$ cat config.mk
export PLATFORM = sky130hd
export DESIGN_NAME = voice_display_sequencer
export DESIGN_NICKNAME = d
export VERILOG_FILES = /design/src/rtl/voice_display_sequencer.sv
export SDC_FILE = /design/constraint.sdc
export NUM_CORES = 1
export LEC_CHECK = 0
export ABC_AREA = 1
export CORE_MARGIN = 2
export CORE_UTILIZATION = 54
export DETAILED_ROUTE_END_ITERATION = 8
export PLACE_DENSITY = 0.79
export SLEW_MARGIN = 20
export SYNTH_ARGS = -nofsm -noshare
export SYNTH_HDL_FRONTEND = slang
export SYNTH_SLANG_ARGS = --single-unit
export TNS_END_PERCENT = 30
$ cat constraint.sdc
create_clock -name clk -period 3.64 [get_ports clk]
set_input_delay 0.728 -clock clk [delete_from_list [all_inputs] [get_ports clk]]
set_output_delay 0.728 -clock clk [all_outputs]
set_load 0.03 [all_outputs]
$ cat src/rtl/voice_display_sequencer.sv
// Voice-command sequencer: records spoken numbers (1-99) into a small buffer and
// plays them back round-robin on a two-digit BCD display, each held for HOLD_CYCLES.
module voice_display_sequencer #(
  parameter int unsigned DEPTH       = 8,
  parameter int unsigned HOLD_CYCLES = 100000000
) (
  input  logic                     clk,
  input  logic                     reset,
  input  logic [7:0]               id_data,
  input  logic                     id_valid,
  output logic [3:0]               disp_tens,
  output logic [3:0]               disp_units,
  output logic                     blank,
  output logic [1:0]               state,
  output logic [$clog2(DEPTH):0]   count,
  output logic                     overflow
);

  localparam int unsigned AW = $clog2(DEPTH);
  localparam int unsigned CW = AW + 1;
  localparam int unsigned HW = (HOLD_CYCLES > 1) ? $clog2(HOLD_CYCLES) : 1;
  localparam logic [HW-1:0] HoldLast = HW'(HOLD_CYCLES - 1);
  localparam logic [CW-1:0] CountFull = CW'(DEPTH);

  typedef enum logic [1:0] {
    StIdle   = 2'd0,
    StRecord = 2'd1,
    StPlay   = 2'd2
  } state_e;

  state_e          r_state, w_state_d;
  logic [CW-1:0]   r_count, w_count_d;
  logic [AW-1:0]   r_rd_ptr, w_rd_ptr_d;
  logic [HW-1:0]   r_hold, w_hold_d;
  logic            r_overflow, w_overflow_d;
  logic            r_blank, w_blank_d;
  logic [3:0]      r_tens, w_tens_d;
  logic [3:0]      r_units, w_units_d;
  logic [6:0]      r_buf [DEPTH];
  logic            w_wr_en;
  logic            w_id_ok;
  logic [6:0]      w_val;

  assign w_id_ok = id_valid && (id_data <= 8'd99);

  always_comb begin
    w_state_d    = r_state;
    w_count_d    = r_count;
    w_rd_ptr_d   = r_rd_ptr;
    w_hold_d     = r_hold;
    w_overflow_d = r_overflow;
    w_wr_en      = 1'b0;
    case (r_state)
      StIdle: begin
        if (w_id_ok && id_data == 8'd5) begin
          w_state_d    = StRecord;
          w_count_d    = '0;
          w_overflow_d = 1'b0;
        end
      end
      StRecord: begin
        if (w_id_ok) begin
          if (id_data == 8'd0) begin
            w_state_d    = StIdle;
            w_count_d    = '0;
            w_overflow_d = 1'b0;
          end else if (id_data == 8'd5 || id_data == 8'd47) begin
            w_count_d    = '0;
            w_overflow_d = 1'b0;
          end else if (id_data == 8'd46) begin
            if (r_count != '0) begin
              w_state_d  = StPlay;
              w_rd_ptr_d = '0;
              w_hold_d   = '0;
            end else begin
              w_state_d  = StIdle;
            end
          end else if (r_count < CountFull) begin
            w_wr_en   = 1'b1;
            w_count_d = r_count + CW'(1);
          end else begin
            w_overflow_d = 1'b1;
          end
        end
      end
      StPlay: begin
        if (r_hold == HoldLast) begin
          w_hold_d   = '0;
          w_rd_ptr_d = ({1'b0, r_rd_ptr} == r_count - CW'(1)) ? '0 : r_rd_ptr + AW'(1);
        end else begin
          w_hold_d = r_hold + HW'(1);
        end
        if (w_id_ok && (id_data == 8'd5 || id_data == 8'd47)) begin
          w_state_d    = StRecord;
          w_count_d    = '0;
          w_overflow_d = 1'b0;
        end else if (w_id_ok && id_data == 8'd0) begin
          w_state_d    = StIdle;
          w_count_d    = '0;
          w_overflow_d = 1'b0;
        end
      end
      default: begin
        w_state_d    = StIdle;
        w_count_d    = '0;
        w_overflow_d = 1'b0;
      end
    endcase
  end

  // Digits are looked up with the next read pointer so entry 0 appears on the first PLAY cycle.
  assign w_val = r_buf[w_rd_ptr_d];

  always_comb begin
    w_blank_d = (w_state_d != StPlay);
    w_tens_d  = '0;
    w_units_d = '0;
    if (w_state_d == StPlay) begin
      w_tens_d  = 4'(w_val / 7'd10);
      w_units_d = 4'(w_val % 7'd10);
    end
  end

  always_ff @(posedge clk or posedge reset) begin
    if (reset) begin
      r_state    <= StIdle;
      r_count    <= '0;
      r_rd_ptr   <= '0;
      r_hold     <= '0;
      r_overflow <= 1'b0;
      r_blank    <= 1'b1;
      r_tens     <= '0;
      r_units    <= '0;
    end else begin
      r_state    <= w_state_d;
      r_count    <= w_count_d;
      r_rd_ptr   <= w_rd_ptr_d;
      r_hold     <= w_hold_d;
      r_overflow <= w_overflow_d;
      r_blank    <= w_blank_d;
      r_tens     <= w_tens_d;
      r_units    <= w_units_d;
    end
  end

  // Buffer storage needs no reset: entries at or beyond count are never displayed.
  always_ff @(posedge clk) begin
    if (w_wr_en) begin
      r_buf[r_count[AW-1:0]] <= id_data[6:0];
    end
  end

  assign disp_tens  = r_tens;
  assign disp_units = r_units;
  assign blank      = r_blank;
  assign state      = r_state;
  assign count      = r_count;
  assign overflow   = r_overflow;

endmodule

======== Word level (Yosys, flattened, before mapping) ========
Memories as Yosys holds them, arrays and structs flattened.
Index checks and enable logic that the tools add are counted.
storage, ports and cells
  memories kept ........................... 1
  flip-flop bits (word level) ............. 46
  RAM bits ................................ 56
  input port bits ......................... 11
  output and inout port bits .............. 16
  logic and storage cells ................. 100
memory list
  name   words  bits a word  rd ports  clocked after memory_dff  wr ports  line  RTL
  r_buf  8      7            1         0                         1         39    logic [6:0] r_buf [DEPTH];
operators by class
  $lt $le $gt $ge ......................... 2
  reduce and logical (&&, ||, !) cells .... 12
  divide/modulo/power cells ............... 2
  eq/ne operators ......................... 19
  multiplexer cells ....................... 52
  $add $sub $neg .......................... 4
operators by type and width
  kind                   count
  $mux 27                6
  $pmux 27 s2            1
  $mux 4                 10
  $add 27x1->27 const B  1
  $eq 27x27->1 const B   1
  $mux 3                 7
  $eq 8x6->1 const B     2
  $mux 1                 16
  $mux 2                 8
  $ne 2x2->1 const B     7
  $ne 4x4->1 const B     3
  $pmux 4 s3             1
  $reduce_and 5->1       2
  $eq 8x3->1 const B     1
  $le 8x7->1 const B     1
  $logic_not 8->1        1
  $div 7x4->7 const B    1
  $mod 7x4->7 const B    1
  $pmux 2 s3             1
  $pmux 3 s2             1
  $reduce_and 6->1       1
  $add 4x1->4 const B    1
  $eq 2x2->1 const B     2
  $eq 3x4->1             1
  other kinds (11)       14

======== Depth between registers and ports, before layout ========
An unclocked memory read counts as a cell.
  depth in word-level cells ............... 10
  gate-level depth with buffers ........... 37
  gate-level depth less buffers ........... 37

======== Worst setup path after synthesis ========
No wires, ideal clock.
  kind .................................... register to register
  start point ............................. register r_count[0], in the netlist count[0]
  end point ............................... register r_units[1], in the netlist disp_units[1]
  path buffers ............................ 2
  library setup time ...................... 117 ps
  setup slack ............................. -15 ps
  period minus slack after synthesis ...... 3,655 ps
  cell stages (with the launch flop) ...... 37
  required time ........................... 3,523 ps
  arrival ................................. 3,538 ps
  path through ............................ dfrtp_1 > inv_1 > buf_2 > ha_1 > xnor2_1 > nor2_1 > nand3_1 > nand2_1 > nand2_1 > nand3_2 > nand2_4 > buf_6 > nand3_2 > nand3_1 > nand2_1 > nand2_1 > nand2_4 > inv_2 > nand2_2 > nand2_2 > nand2_4 > nand2_2 > nand2_1 > nand2_2 > inv_2 > nand2_2 > nand2_1 > nand2_1 > nand2_1 > inv_1 > ha_1 > inv_1 > nand3_2 > nand2_2 > nor2_4 > nor2_1 > nor2_1
on the way
  cells in the longest elaborated chain, start to end .. 10
  elaborated cells on any way between the ends .. 21
  classes of those cells .................. add/sub (1); div (1); eq/ne (2); mux (15); reduce/logical (1); memory (1)
RTL lines
  item                                                 line  RTL
  start, declared                                      32    logic [CW-1:0] r_count, w_count_d;
  start signal, assigned                               136   r_count <= w_count_d;
  branches (longest 9 deep; another with $mem_v2 8x7)  --
  $mux 4 *                                             118   if (w_state_d == StPlay) begin
  via w_units_d[1]                                     38    logic [3:0] r_units, w_units_d;
  end signal, assigned                                 142   r_units <= w_units_d;
  end, declared                                        38
Mark *: on every way through the listed nets, which the timed path passes.
A chain may end at the register's enable or synchronous reset.

======== Worst setup path in the final report ========
  start point ............................. input port id_data[0]
  end point ............................... register r_units[2], in the netlist disp_units[2]
on the way
  cells in the longest elaborated chain, start to end .. 9
  elaborated cells on any way between the ends .. 27
  classes of those cells .................. div (1); order compare (1); eq/ne (4); mux (14); reduce/logical (6); memory (1)
RTL lines
  item                                               line        RTL
  start, declared                                    9           input logic [7:0] id_data,
  $eq 8x6->1 (tied with other cells)                 70          end else if (id_data == 8'd46) begin
  $mux 3 / $logic_or 1x1->1 (equally long branches)  70, 67, 93
  $mux 3                                             67          end else if (id_data == 8'd5 || id_data == 8'd47) begin
  $mux 3                                             63          if (id_data == 8'd0) begin
  $mux 3                                             62          if (w_id_ok) begin
  $pmux 3 s2                                         53          case (r_state)
  $mem_v2 8x7                                        --
  $mod 7x4->7                                        120         w_units_d = 4'(w_val % 7'd10);
  $mux 4 *                                           118
  via w_units_d[2]                                   38
The timed path passes the listed nets; every way through them passes the cells marked *.

==> flow_summary.yaml <==
global_route:
  grt_pass1_vias: 4619
  grt_pass1_wl_um: 21300
  grt_max_degree: 47
  grt_usage_pct: 24.6
  grt_overflow: 0
  antenna_found_initial: 0
timing:
  hold_viol_final: 0
  min_period_ns: 3.75
  post-route-period-util_pct: 103
  setup_viol: 4
  setup_ws_ns: -0.109
  fmax_mhz: 267
  rsz0062_at_grt: "yes"
  worst_pin_slew_ns: 0.806
  relSlewSlack_pct: 46.2
  slew_violations: 0
  fin_skew_ns: 0.0152
floorplan:
  die_h_um: 104
  io_pins: 27
  die_w_um: 104
  rows: 36
  die_area_um2: 10900
  coreArea_um2: 9770
  start_util_pct: 55.6
synth:
  synth_common_cells: "116 x nand2_1, 81 x inv_1, 56 x edfxtp_1, 55 x nor2_1, 49 x nand3_1"
  yosys_most_used_dff: "edfxtp_1"
  yosys.area_share.simple_pct: 26.8
  syn_inst: 612
  async_flop_share_pct: 45.1
  netlist.area_leader.share_pct: 31.0
  yosys-top-cells-area: "edfxtp_1 31%, dfrtp_1 21%, nand2_1 8.0%"
  synth_fa_ha_area_share_pct: 2.30
  syn_nets: 633
  synth_top_family_by_area: "simple AND/OR/NAND/NOR gates"
  netlist_area_um2: 5430
  synth-xor-area-share_pct: 0.484
  synth_top_area_cell: "edfxtp_1"
  synth_compound_area_share_pct: 10.2
  synthMuxAreaShare_pct: 0
  ys_seq_area_share_pct: 52.2
  postSynthAreaPerCell_um2: 8.87
  synth_edf_count: 56
  synth-seq-cells: 102
  synth_cell_types: 48
  yosysMostFrequentCell: "nand2_1"
  ys.warnings.count: 0
worst_setup_path:
  worst_setup_path_start_kind: "primary input"
  reg2reg_from: "count[0]"
  critPathCaptureType: "register"
  required_ns: 3.92
  max_stage_delay_ns: 0.49
  path_common_cell: "nand2_2"
  r2r_end: "disp_units[2]"
  slowest_stage: "clkdlybuf4s50_1"
  cp_top_family: "simple AND/OR/NAND/NOR gates"
  crit_end: "disp_units[2]"
  path_depth: 32
  arrival_ns: 4.03
  critPathMaxFanout: 6
  cp.buffers_inverters: 6
  worstSetupPathType: "in2reg"
  rrSetupSlack_ns: -0.11
  cp-startpoint: "id_data[0]"
  reg2reg_depth: 34
layout:
  multi_input_area_um2: 2560
  layout-drive-gt1-share_pct: 29.9
  stdcell_area_um2: 6980
  antenna_cells: 0
  final_cells: 856
  nNetsFinal: 739
  seq_area_um2: 2840
  areaGrowthSynthToFinish_pct: 28.4
  fill_cells: 703
power:
  p_per_area_nw_per_um2: 858
  p_int_mw: 3.24
  peakVddDrop_mv: 0.755
  p_clk_share_pct: 11.6
  switchingPower_mw: 2.75
  seqPwrFrac_pct: 22.3
  leakage_nw: 2.99
  p_comb_share_pct: 66.1
  p_sw_share_pct: 45.9
placed_design:
  dpl_cell_area_um2: 6270
  dp_hpwl_um: 9200
  numPortBuffers: 26
  finalWeightedCongestion: 0.944
  placed_cells: 822
status:
  failed_checks: "setup timing"
  status: "complete, but fails checks"
detailed_routing:
  dr_wl_met3_um: 981
  drc: 0
  wire_per_inst_um: 16.6
  dr.pass1.iters: 8
  routed_wirelength_um: 14200
  wl_met2_um: 7320
  vias_per_cell: 5.68
  drtIter0Drc: 442
  wl_met1_um: 5520
  vias: 4859
  drtAntennaViolNets: 0
  top_layer_used: "met4"
min_path:
  hold-path-cell-count: 1
  hold_path.class: "reg2reg"
clock_network:
  cts_tree: "yes"
  cts_sinks: 102
  cts.clk_slew.worst_paths_ns: 0.10
  ctsRootBufferMaster: "clkbuf_8"
  cts_buffers: 9
  clock_path_buffers: 2
  ctsHoldBuffers: 0
  clk_latency_ns: 0.39
  htreeDepth: 3
job:
  drv_cap: 0
## worst reg2reg max path, delay by kind of cell, from the launching register on
family,cells,cell delay [ns]
simple gates,23,1.86
buf+inv,7,0.61
flops,1,0.42
fa+ha+maj,2,0.39
xor+xnor,1,0.20
compound gates,1,0.19
## state kept, by name (all words and copies together) (netlist names)
| name | flops |
|---|---|
| r_buf | 56 |
| r_hold | 27 |
| count | 4 |
| disp_tens | 4 |
| disp_units | 4 |
| r_rd_ptr | 3 |
| state | 2 |
| blank | 1 |
| overflow | 1 |
## how the worst min path moves through the flow
stage | from | end | slack [ns]
CTS | r_hold[26] | r_hold[26] | 0.48
global route | r_hold[26] | r_hold[26] | 0.50
floorplan | r_hold[26] | r_hold[26] | 0.44
finish | r_hold[26] | r_hold[26] | 0.48
detailed placement | r_hold[26] | r_hold[26] | 0.47
global placement | r_hold[26] | r_hold[26] | 0.45
## repair_timing
item                                    4_1_cts  5_1_grt
pin swaps                                    22       45
buffers inserted                              4        9
gates resized for setup                      50       70
endpoints found under the setup margin        4        4
gates cloned                                  4        1
## power groups by stage
stage	registers (mW)	clock network, mW	logic [mW]
after global routing	1.34	0.750	4.24
final	1.33	0.692	3.96
after detailed placement	1.35	0	3.05
after CTS	1.33	0.692	3.43
after global placement	1.35	0	2.90
after floorplan	1.40	0	1.98
## layout make-up
class / count / area share, %
flip-flops and latches: 102 / 40.6
clock inverters: 6 / 0.628
repair buffers: 103 / 12.6
multi-input cells: 411 / 36.8
clock buffers: 10 / 1.97
inverters: 91 / 4.95
well taps: 133 / 2.39
## cells in the final DEF (no fill, tap or decap), drive strengths merged, types with 6 or more instances in the layout
master | netlist | layout
edfxtp | 56 | 56
o21ai | 34 | 34
clkbuf | 1 | 10
nand3 | 57 | 57
ha | 10 | 10
a21oi | 29 | 29
nor2 | 64 | 64
nor3 | 26 | 26
buf | 12 | 81
dfrtp | 45 | 45
clkdlybuf4s50 | 0 | 19
nand2 | 135 | 140
inv | 91 | 93
nor4 | 8 | 8
nand4 | 6 | 6
## metal layers
layer  vias up  track usage (%)
li1       2287                -
met1      2310             29.8
met2       222             43.0
met3        40             4.95
met4         0             9.65
met5         -                0
## kinds of logic after synthesis
family	Yosys count
buffers and inverters	104
adders and majority gates	10
AOI/OAI and AO/OA	92
xor gates and xnor gates	3
and+or+nand+nor	301
DFF	102
## through the flow
| stage | setup TNS [ns] | total power [mW] | utilization, % | worst slack, ns | hold WS [ns] |
|---|---|---|---|---|---|
| floorplan | 0 | 3.38 | - | 0.0515 | 0.438 |
| global placement | -2.52 | 4.25 | 64.1 | -0.606 | 0.450 |
| finish | -0.354 | 5.99 | 71.4 | -0.109 | 0.479 |
| detailed placement | -4.22 | 4.40 | 64.1 | -0.899 | 0.466 |
| CTS | 0 | 5.45 | 67.9 | 0.00567 | 0.479 |
| global route | -1.10 | 6.33 | 71.4 | -0.292 | 0.497 |
(Power assumes the default switching activity.)
